===== config.mk =====
export PLATFORM = sky130hd
export DESIGN_NAME = mem_ctrl_flat
export DESIGN_NICKNAME = d
export VERILOG_FILES = /design/src/rtl/mem_ctrl_if.sv /design/src/rtl/mem_ctrl.sv /design/src/flat_wrapper.sv
export SDC_FILE = /design/constraint.sdc
export NUM_CORES = 1
export LEC_CHECK = 0
export ABC_AREA = 1
export ABC_CLOCK_PERIOD_IN_PS = 5300
export BUFFER_PORTS_ARGS = -buffer_cell sky130_fd_sc_hd__buf_2
export CORE_ASPECT_RATIO = 1.4
export CORE_MARGIN = 10
export CORE_UTILIZATION = 50
export CTS_CLUSTER_SIZE = 10
export DETAILED_ROUTE_END_ITERATION = 6
export PLACE_DENSITY_LB_ADDON = 0.1
export RECOVER_POWER = 25
export SYNTH_ARGS = -nofsm -noshare
export SYNTH_HDL_FRONTEND = slang
export SYNTH_SLANG_ARGS = --single-unit

===== constraint.sdc =====
create_clock -name clk -period 5.3 [get_ports clk]
set_input_delay 1.06 -clock clk [delete_from_list [all_inputs] [get_ports clk]]
set_output_delay 1.06 -clock clk [all_outputs]
set_load 0.02 [all_outputs]

===== src/rtl/mem_ctrl_if.sv =====
// rtl/mem_ctrl_if.sv - request, response and RAM signals of the byte-wide memory controller.
interface mem_ctrl_if;
  logic        fet_mem_enable;
  logic [31:0] fet_pc;
  logic        lsb_mem_enable;
  logic        lsb_mem_wr;
  logic [1:0]  lsb_mem_len;
  logic        lsb_mem_signed;
  logic [31:0] lsb_mem_addr;
  logic [31:0] lsb_mem_data;
  logic [7:0]  mem_din;
  logic [7:0]  mem_dout;
  logic [31:0] mem_a;
  logic        mem_wr;
  logic        mem_inst_ready;
  logic [31:0] mem_inst;
  logic [31:0] mem_inst_addr;
  logic        mem_data_ready;
  logic [31:0] mem_data;

  modport slave (
    input  fet_mem_enable, fet_pc, lsb_mem_enable, lsb_mem_wr, lsb_mem_len,
           lsb_mem_signed, lsb_mem_addr, lsb_mem_data, mem_din,
    output mem_dout, mem_a, mem_wr, mem_inst_ready, mem_inst, mem_inst_addr,
           mem_data_ready, mem_data
  );

  modport master (
    output fet_mem_enable, fet_pc, lsb_mem_enable, lsb_mem_wr, lsb_mem_len,
           lsb_mem_signed, lsb_mem_addr, lsb_mem_data, mem_din,
    input  mem_dout, mem_a, mem_wr, mem_inst_ready, mem_inst, mem_inst_addr,
           mem_data_ready, mem_data
  );
endinterface


===== src/rtl/mem_ctrl.sv =====
// rtl/mem_ctrl.sv - single-port byte RAM controller arbitrating icache refills and LSB loads/stores.
module mem_ctrl #(
  parameter logic [31:0] IO_BASE     = 32'h00030000,
  parameter int unsigned FETCH_BYTES = 4
) (
  input  logic       clk,
  input  logic       rst,
  input  logic       rdy,
  input  logic       flush,
  input  logic       io_buffer_full,
  mem_ctrl_if.slave  bus
);

  localparam logic [1:0] IO_SEL  = IO_BASE[17:16];
  localparam logic [2:0] FETCH_N = 3'(FETCH_BYTES);

  typedef enum logic [1:0] {IDLE, IFETCH, LOAD, STORE} state_e;

  state_e      state_q, state_d;
  logic [2:0]  cnt_q, cnt_d;
  logic [2:0]  n_q, n_d;
  logic [31:0] base_q, base_d;
  logic [31:0] data_q, data_d;
  logic [1:0]  len_q, len_d;
  logic        sgn_q, sgn_d;
  logic [31:0] buf_q, buf_d;
  logic        pend_q, pend_d;
  logic        hold_q, hold_d;
  logic [31:0] mem_a_q, mem_a_d;
  logic [7:0]  mem_dout_q, mem_dout_d;
  logic        mem_wr_q, mem_wr_d;
  logic        irdy_q, irdy_d;
  logic [31:0] inst_q, inst_d;
  logic [31:0] iaddr_q, iaddr_d;
  logic        drdy_q, drdy_d;
  logic [31:0] dres_q, dres_d;
  logic        written;
  logic [2:0]  k;

  function automatic logic [2:0] len_bytes(input logic [1:0] len);
    case (len)
      2'd0:    len_bytes = 3'd1;
      2'd1:    len_bytes = 3'd2;
      default: len_bytes = 3'd4;
    endcase
  endfunction

  function automatic logic [31:0] extend(input logic [31:0] w, input logic [1:0] len, input logic sgn);
    case (len)
      2'd0:    extend = {{24{sgn & w[7]}}, w[7:0]};
      2'd1:    extend = {{16{sgn & w[15]}}, w[15:0]};
      default: extend = w;
    endcase
  endfunction

  // Counter value c means the byte arriving on mem_din now belongs to slot c-1.
  function automatic logic [31:0] put_byte(input logic [31:0] w, input logic [2:0] c, input logic [7:0] b);
    put_byte = w;
    case (c)
      3'd1:    put_byte[7:0]   = b;
      3'd2:    put_byte[15:8]  = b;
      3'd3:    put_byte[23:16] = b;
      3'd4:    put_byte[31:24] = b;
      default: put_byte = w;
    endcase
  endfunction

  always_comb begin
    state_d    = state_q;
    cnt_d      = cnt_q;
    n_d        = n_q;
    base_d     = base_q;
    data_d     = data_q;
    len_d      = len_q;
    sgn_d      = sgn_q;
    buf_d      = buf_q;
    pend_d     = 1'b0;
    hold_d     = 1'b0;
    mem_a_d    = mem_a_q;
    mem_dout_d = mem_dout_q;
    mem_wr_d   = 1'b0;
    irdy_d     = 1'b0;
    inst_d     = inst_q;
    iaddr_d    = iaddr_q;
    drdy_d     = 1'b0;
    dres_d     = dres_q;
    written    = mem_wr_q | pend_q;
    k          = written ? cnt_q + 3'd1 : cnt_q;

    if (!rdy) begin
      // Frozen: remember a write that already hit the RAM and grab the read byte
      // in flight, since mem_din stops tracking the counter while mem_a is held.
      irdy_d = irdy_q;
      drdy_d = drdy_q;
      pend_d = pend_q | mem_wr_q;
      hold_d = 1'b1;
      if (!hold_q && (state_q == IFETCH || state_q == LOAD))
        buf_d = put_byte(buf_q, cnt_q, bus.mem_din);
    end else begin
      case (state_q)
        IDLE: begin
          if (!(irdy_q || drdy_q)) begin
            if (bus.lsb_mem_enable) begin
              base_d  = bus.lsb_mem_addr;
              len_d   = bus.lsb_mem_len;
              sgn_d   = bus.lsb_mem_signed;
              data_d  = bus.lsb_mem_data;
              n_d     = len_bytes(bus.lsb_mem_len);
              cnt_d   = 3'd0;
              buf_d   = 32'd0;
              mem_a_d = bus.lsb_mem_addr;
              if (bus.lsb_mem_wr) begin
                state_d    = STORE;
                mem_dout_d = bus.lsb_mem_data[7:0];
                mem_wr_d   = !((bus.lsb_mem_addr[17:16] == IO_SEL) && io_buffer_full);
              end else begin
                state_d = LOAD;
              end
            end else if (bus.fet_mem_enable) begin
              base_d  = bus.fet_pc;
              n_d     = FETCH_N;
              cnt_d   = 3'd0;
              buf_d   = 32'd0;
              mem_a_d = bus.fet_pc;
              state_d = IFETCH;
            end
          end
        end
        IFETCH, LOAD: begin
          if (flush) begin
            state_d = IDLE;
            cnt_d   = 3'd0;
          end else begin
            cnt_d = cnt_q + 3'd1;
            if (cnt_q + 3'd1 < n_q)
              mem_a_d = base_q + 32'(cnt_q + 3'd1);
            if (!hold_q)
              buf_d = put_byte(buf_q, cnt_q, bus.mem_din);
            if (cnt_q == n_q) begin
              state_d = IDLE;
              cnt_d   = 3'd0;
              if (state_q == IFETCH) begin
                irdy_d  = 1'b1;
                inst_d  = buf_d;
                iaddr_d = base_q;
              end else begin
                drdy_d = 1'b1;
                dres_d = extend(buf_d, len_q, sgn_q);
              end
            end
          end
        end
        STORE: begin
          if (written && (cnt_q + 3'd1 == n_q)) begin
            state_d = IDLE;
            cnt_d   = 3'd0;
            drdy_d  = 1'b1;
            dres_d  = 32'd0;
          end else begin
            cnt_d      = k;
            mem_a_d    = base_q + 32'(k);
            mem_dout_d = 8'(data_q >> {k[1:0], 3'b000});
            mem_wr_d   = !((base_q[17:16] == IO_SEL) && io_buffer_full);
          end
        end
        default: state_d = IDLE;
      endcase
    end
  end

  always_ff @(posedge clk) begin
    if (rst) begin
      state_q    <= IDLE;
      cnt_q      <= 3'd0;
      n_q        <= 3'd0;
      base_q     <= 32'd0;
      data_q     <= 32'd0;
      len_q      <= 2'd0;
      sgn_q      <= 1'b0;
      buf_q      <= 32'd0;
      pend_q     <= 1'b0;
      hold_q     <= 1'b0;
      mem_a_q    <= 32'd0;
      mem_dout_q <= 8'd0;
      mem_wr_q   <= 1'b0;
      irdy_q     <= 1'b0;
      inst_q     <= 32'd0;
      iaddr_q    <= 32'd0;
      drdy_q     <= 1'b0;
      dres_q     <= 32'd0;
    end else begin
      state_q    <= state_d;
      cnt_q      <= cnt_d;
      n_q        <= n_d;
      base_q     <= base_d;
      data_q     <= data_d;
      len_q      <= len_d;
      sgn_q      <= sgn_d;
      buf_q      <= buf_d;
      pend_q     <= pend_d;
      hold_q     <= hold_d;
      mem_a_q    <= mem_a_d;
      mem_dout_q <= mem_dout_d;
      mem_wr_q   <= mem_wr_d;
      irdy_q     <= irdy_d;
      inst_q     <= inst_d;
      iaddr_q    <= iaddr_d;
      drdy_q     <= drdy_d;
      dres_q     <= dres_d;
    end
  end

  assign bus.mem_a          = mem_a_q;
  assign bus.mem_dout       = mem_dout_q;
  assign bus.mem_wr         = mem_wr_q;
  assign bus.mem_inst_ready = irdy_q;
  assign bus.mem_inst       = inst_q;
  assign bus.mem_inst_addr  = iaddr_q;
  assign bus.mem_data_ready = drdy_q;
  assign bus.mem_data       = dres_q;

endmodule

===== src/flat_wrapper.sv =====
// flat-port wrapper written by rule: the top's interface ports become plain ports
module mem_ctrl_flat 
#(
  parameter logic [31:0] IO_BASE     = 32'h00030000,
  parameter int unsigned FETCH_BYTES = 4
)
  (clk, rst, rdy, flush, io_buffer_full, bus_fet_mem_enable, bus_fet_pc, bus_lsb_mem_enable, bus_lsb_mem_wr, bus_lsb_mem_len, bus_lsb_mem_signed, bus_lsb_mem_addr, bus_lsb_mem_data, bus_mem_din, bus_mem_dout, bus_mem_a, bus_mem_wr, bus_mem_inst_ready, bus_mem_inst, bus_mem_inst_addr, bus_mem_data_ready, bus_mem_data);
  mem_ctrl_if bus_i ();
  input  logic clk;
  input  logic rst;
  input  logic rdy;
  input  logic flush;
  input  logic io_buffer_full;
  input wire logic [$bits(bus_i.fet_mem_enable)-1:0] bus_fet_mem_enable;
  input wire logic [$bits(bus_i.fet_pc)-1:0] bus_fet_pc;
  input wire logic [$bits(bus_i.lsb_mem_enable)-1:0] bus_lsb_mem_enable;
  input wire logic [$bits(bus_i.lsb_mem_wr)-1:0] bus_lsb_mem_wr;
  input wire logic [$bits(bus_i.lsb_mem_len)-1:0] bus_lsb_mem_len;
  input wire logic [$bits(bus_i.lsb_mem_signed)-1:0] bus_lsb_mem_signed;
  input wire logic [$bits(bus_i.lsb_mem_addr)-1:0] bus_lsb_mem_addr;
  input wire logic [$bits(bus_i.lsb_mem_data)-1:0] bus_lsb_mem_data;
  input wire logic [$bits(bus_i.mem_din)-1:0] bus_mem_din;
  output wire logic [$bits(bus_i.mem_dout)-1:0] bus_mem_dout;
  output wire logic [$bits(bus_i.mem_a)-1:0] bus_mem_a;
  output wire logic [$bits(bus_i.mem_wr)-1:0] bus_mem_wr;
  output wire logic [$bits(bus_i.mem_inst_ready)-1:0] bus_mem_inst_ready;
  output wire logic [$bits(bus_i.mem_inst)-1:0] bus_mem_inst;
  output wire logic [$bits(bus_i.mem_inst_addr)-1:0] bus_mem_inst_addr;
  output wire logic [$bits(bus_i.mem_data_ready)-1:0] bus_mem_data_ready;
  output wire logic [$bits(bus_i.mem_data)-1:0] bus_mem_data;
  assign bus_i.fet_mem_enable = bus_fet_mem_enable;
  assign bus_i.fet_pc = bus_fet_pc;
  assign bus_i.lsb_mem_enable = bus_lsb_mem_enable;
  assign bus_i.lsb_mem_wr = bus_lsb_mem_wr;
  assign bus_i.lsb_mem_len = bus_lsb_mem_len;
  assign bus_i.lsb_mem_signed = bus_lsb_mem_signed;
  assign bus_i.lsb_mem_addr = bus_lsb_mem_addr;
  assign bus_i.lsb_mem_data = bus_lsb_mem_data;
  assign bus_i.mem_din = bus_mem_din;
  assign bus_mem_dout = bus_i.mem_dout;
  assign bus_mem_a = bus_i.mem_a;
  assign bus_mem_wr = bus_i.mem_wr;
  assign bus_mem_inst_ready = bus_i.mem_inst_ready;
  assign bus_mem_inst = bus_i.mem_inst;
  assign bus_mem_inst_addr = bus_i.mem_inst_addr;
  assign bus_mem_data_ready = bus_i.mem_data_ready;
  assign bus_mem_data = bus_i.mem_data;
  mem_ctrl #(.IO_BASE(IO_BASE), .FETCH_BYTES(FETCH_BYTES)) u_core (.clk(clk), .rst(rst), .rdy(rdy), .flush(flush), .io_buffer_full(io_buffer_full), .bus(bus_i));
endmodule

==> reports/metrics.csv <==
stage;metric;value;unit
floorplan;pin_count;254;
critical_path;cp_max_fo;18;
yosys;synth_area_per_cell;6.780;sq um
route;drt_pass1_iterations;5;
yosys;yosys-top-cells-count;420 x nand2_1, 252 x a21oi_1, 248 x dfxtp_1;
job;drv_cap;0;
grt;grt_max_degree;61;
floorplan;die_x;152.4;microns
power_and_ir_drop;p_leak;5.796;nW
sta;hold_violations;0;
clocking;clk_pin_slew;0.06;ns
yosys;syn-num-nets;1943;
place;place_congestion;0.9474;
finish;area_growth_syn_to_layout;15.50;%
sta;min_period_over_period;73.82;%
grt;gr-max-usage-layer;met2;
grt;grt_util_met1;27.44;%
power_and_ir_drop;p_clk_share;33.8;%
critical_path;regToRegSetupSlack;1.39;ns
critical_path;cp.depth;19;
sta;final.setup.worst_slack;1.388;ns
yosys;synth_compound_area_share;22.06;%
yosys;ys_ff_latch;248;
grt;grt_pass1_wl;62930;microns
finish;layout.cells.non_filler;2315;
yosys;synth_top_area_cell;dfxtp_1;
grt;grt_use_total;23.86;%
critical_path;path_cells;inv_1 -> nand2_1 -> nand2_1 -> inv_2 -> o21ai_0 -> inv_1 -> ha_1 -> inv_1 -> fa_1 -> inv_1 -> nand2_1 -> nand3_1 -> nand2_1 -> nor2_1 -> nand2_1 -> nand2_1 -> nand3_1 -> nand2_1 -> a21oi_1;
yosys;ys_seq_area_share;40.44;%
critical_path;critical_path_arrival;4.31;ns
sta;drv_slew;0;
grt;grt.met3_usage;3.865;%
route;antenna_left;0;
route;via_per_inst;5.375;
clocking;h-tree-depth;1;
yosys;yosysUniqueCellTypes;43;
yosys;synthCells;1811;
grt;overflow;0;
yosys;yosys-top-cells-area;dfxtp_1 40%, nand2_1 13%, a21oi_1 10%;
clocking;cts_buffers;28;
yosys;synth_flop_cell;dfxtp_1;
clocking;clockBufferDepth;3;
critical_path;slowest_stage;dfxtp_1;
yosys;synth_edf_count;0;
critical_path;critical_path_class;register to register;
power_and_ir_drop;power-per-cell-area;345.0;nW/um^2
finish;fill_cells;2401;
sta;fin_crit;3.912;ns
sta;max_clock_freq;255.6;MHz
critical_path;r2r_end;u_core.bus.mem_a[28];
clocking;cts.sinks;248;
floorplan;num_rows;67;
route;routedWlPerCell;17.12;microns
finish;final_core_util;58.94;%
sta;rsz0062_at_grt;false;
clocking;clkLatencyLatePin;0.54;ns
clocking;clock-root-buffer;clkbuf_16;
critical_path;startpoint;u_core.cnt_q[0];
clocking;cts_tree;built;
power_and_ir_drop;seqPwrFrac;44.3;%
floorplan;start_util;51.03;%
sta;setup-violations-final;0;
critical_path;required;5.69;ns
route;drt_wl_total;39630;microns
outcome;status;finished clean;
yosys;synth_mux_area_share;2.874;%
power_and_ir_drop;switching_share;32.62;%
yosys;synthSimpleGateAreaFrac;23.51;%
power_and_ir_drop;power_frac_comb;22.0;%
place;dp_cells;2283;
clocking;cts_setup_buffers;0;
grt;antenna_found_initial;0;
critical_path;cp_top_family;simple AND/OR/NAND/NOR gates;
power_and_ir_drop;max-vdd-ir-drop;0.2716;mV
place;dpl.hpwl;28350;microns
yosys;synthesis.area;12280;sq um
yosys;ys_warn_count;0;
yosys;synth-xor-area-share;0.7133;%
finish;fin_nets;2135;
place;pre_cts_ws;1.449;ns
critical_path;cpMostUsedCell;nand2_1;
critical_path;cp_slowest_stage_delay;0.49;ns
sta;skew;0.009570;ns
critical_path;path_buf_inv;5;
sta;relSlewSlack;26.67;%
route;drc;0;
yosys;synth_top_area_share;40.44;%
floorplan;core_area;24060;sq um
floorplan;die-area;31310;sq um
grt;grt_pass1_vias;12210;
power_and_ir_drop;p_sw;0.001596;W
yosys;yosysMostFrequentCell;nand2_1;
yosys;synth_fa_ha_area_share;1.794;%
sta;worst_slew_pin_slew;1.099;ns
finish;drive_gt1_share;11.88;%
power_and_ir_drop;power.internal;0.003297;W
grt;grt_use_met2;43.79;%
worst_hold_path;hold_start;u_core.bus.mem_inst[28];
worst_hold_path;hp-class;register to register;
route;drt_iter0_drc;881;
critical_path;timing.rr.start;u_core.cnt_q[0];
critical_path;critPathCaptureType;register;
clocking;hold_buffers;0;
route;vias;12440;
floorplan;die_h;205.4;microns
clocking;cts_resized;0;
sta;setup-tns-final;0;ns
critical_path;r2r_cells;19;
yosys;async_flop_share;0;%
critical_path;endpoint;u_core.bus.mem_a[28];
place;port_buffers;253;
power_and_ir_drop;fin_total_pwr;0.004893;W
yosys;synth_top_family_by_area;simple AND/OR/NAND/NOR gates;
critical_path;worst_setup_path_start_kind;register;
## per-layer routing
| layer | vias to the layer above | wire (microns) |
|---|---|---|
| li1 | 6286 | - |
| met1 | 5647 | 15820 |
| met2 | 435 | 20350 |
| met3 | 75 | 2282 |
| met4 | 0 | 1178 |
| met5 | - | 0 |
## power by group through the flow
stage	Sequential [W]	Clock (W)	Combinational, W
6_report	0.00217	0.00165	0.00107
5_1_grt	0.00218	0.00175	0.00121
4_1_cts	0.00216	0.00168	0.00109
3_5_place_dp	0.00220	0	0.00108
3_3_place_gp	0.00219	0	0.00106
2_1_floorplan	0.00225	0	0.000687
## worst min-delay path by stage
stage | end | slack, ns | depth (start not counted)
detailed placement | u_core.bus.mem_inst[28] | 0.43 | 2
floorplan | u_core.data_q[30] | 0.44 | 2
finish | u_core.bus.mem_inst[28] | 0.44 | 2
global placement | u_core.bus.mem_inst_addr[6] | 0.43 | 2
CTS | u_core.bus.mem_inst[28] | 0.44 | 2
global route | u_core.bus.mem_inst[3] | 0.46 | 2
## placed cells by master (no fill, tap or decap), drive strengths merged, types with 19 or more instances in the layout
| master | Yosys | final |
|---|---|---|
| a21oi | 254 | 254 |
| buf | 45 | 174 |
| clkbuf | 60 | 123 |
| dfxtp | 248 | 248 |
| inv | 150 | 150 |
| mux2i | 33 | 33 |
| nand2 | 427 | 427 |
| nand3 | 50 | 50 |
| nor2 | 234 | 234 |
| o21ai | 219 | 219 |
| o22ai | 19 | 19 |
## through the flow
step / hold WS, ns / instance area [sq um]
after floorplan: 0.4412 / 12280
after global placement: 0.4292 / 13570
after detailed placement: 0.4333 / 13570
after CTS: 0.4417 / 14300
after global routing: 0.4619 / 14180
final: 0.4414 / 14180
## worst min-delay path: cells and delay by family (launching register included)
kind / cells / cell delay, ns
AO/OA/AOI/OAI: 1 / 0.05
flip-flops: 1 / 0.30
buffers and inverters: 1 / 0.04
## final cells by class
cell class / instances / area [sq um] / share of cell area, %
Multi-Input combinational cell: 1306 / 6270 / 44.21
Timing Repair Buffer: 267 / 1257 / 8.867
Clock inverter: 1 / 16.27 / 0.1147
Antenna cell: 1 / 2.502 / 0.01765
Inverter: 152 / 574.3 / 4.050
Clock buffer: 30 / 708.2 / 4.994
Sequential cell: 248 / 4965 / 35.01
Tap cell: 310 / 387.9 / 2.735
## registers in the layout (all words and copies together), names as in the netlist
register and flops:
u_core.bus.mem_a 32, u_core.bus.mem_inst_ready 1, u_core.bus.mem_wr 1, u_core.bus.mem_inst 32
u_core.pend_q 1, u_core.sgn_q 1, u_core.n_q 3, u_core.bus.mem_data_ready 1
u_core.base_q 32, u_core.len_q 2, u_core.buf_q 32, u_core.bus.mem_data 32
u_core.state_q 2, u_core.bus.mem_dout 8, u_core.cnt_q 3, u_core.bus.mem_inst_addr 32
u_core.data_q 32, u_core.hold_q 1
## cell families after synthesis
kind of cell,Yosys count
adders and majority gates,17
and+or+nand+nor,726
buffers and inverters,257
xor gates and xnor gates,10
muxes,35
AOI/OAI and AO/OA,518
DFF,248
Power figures use the tool's default switching activity.
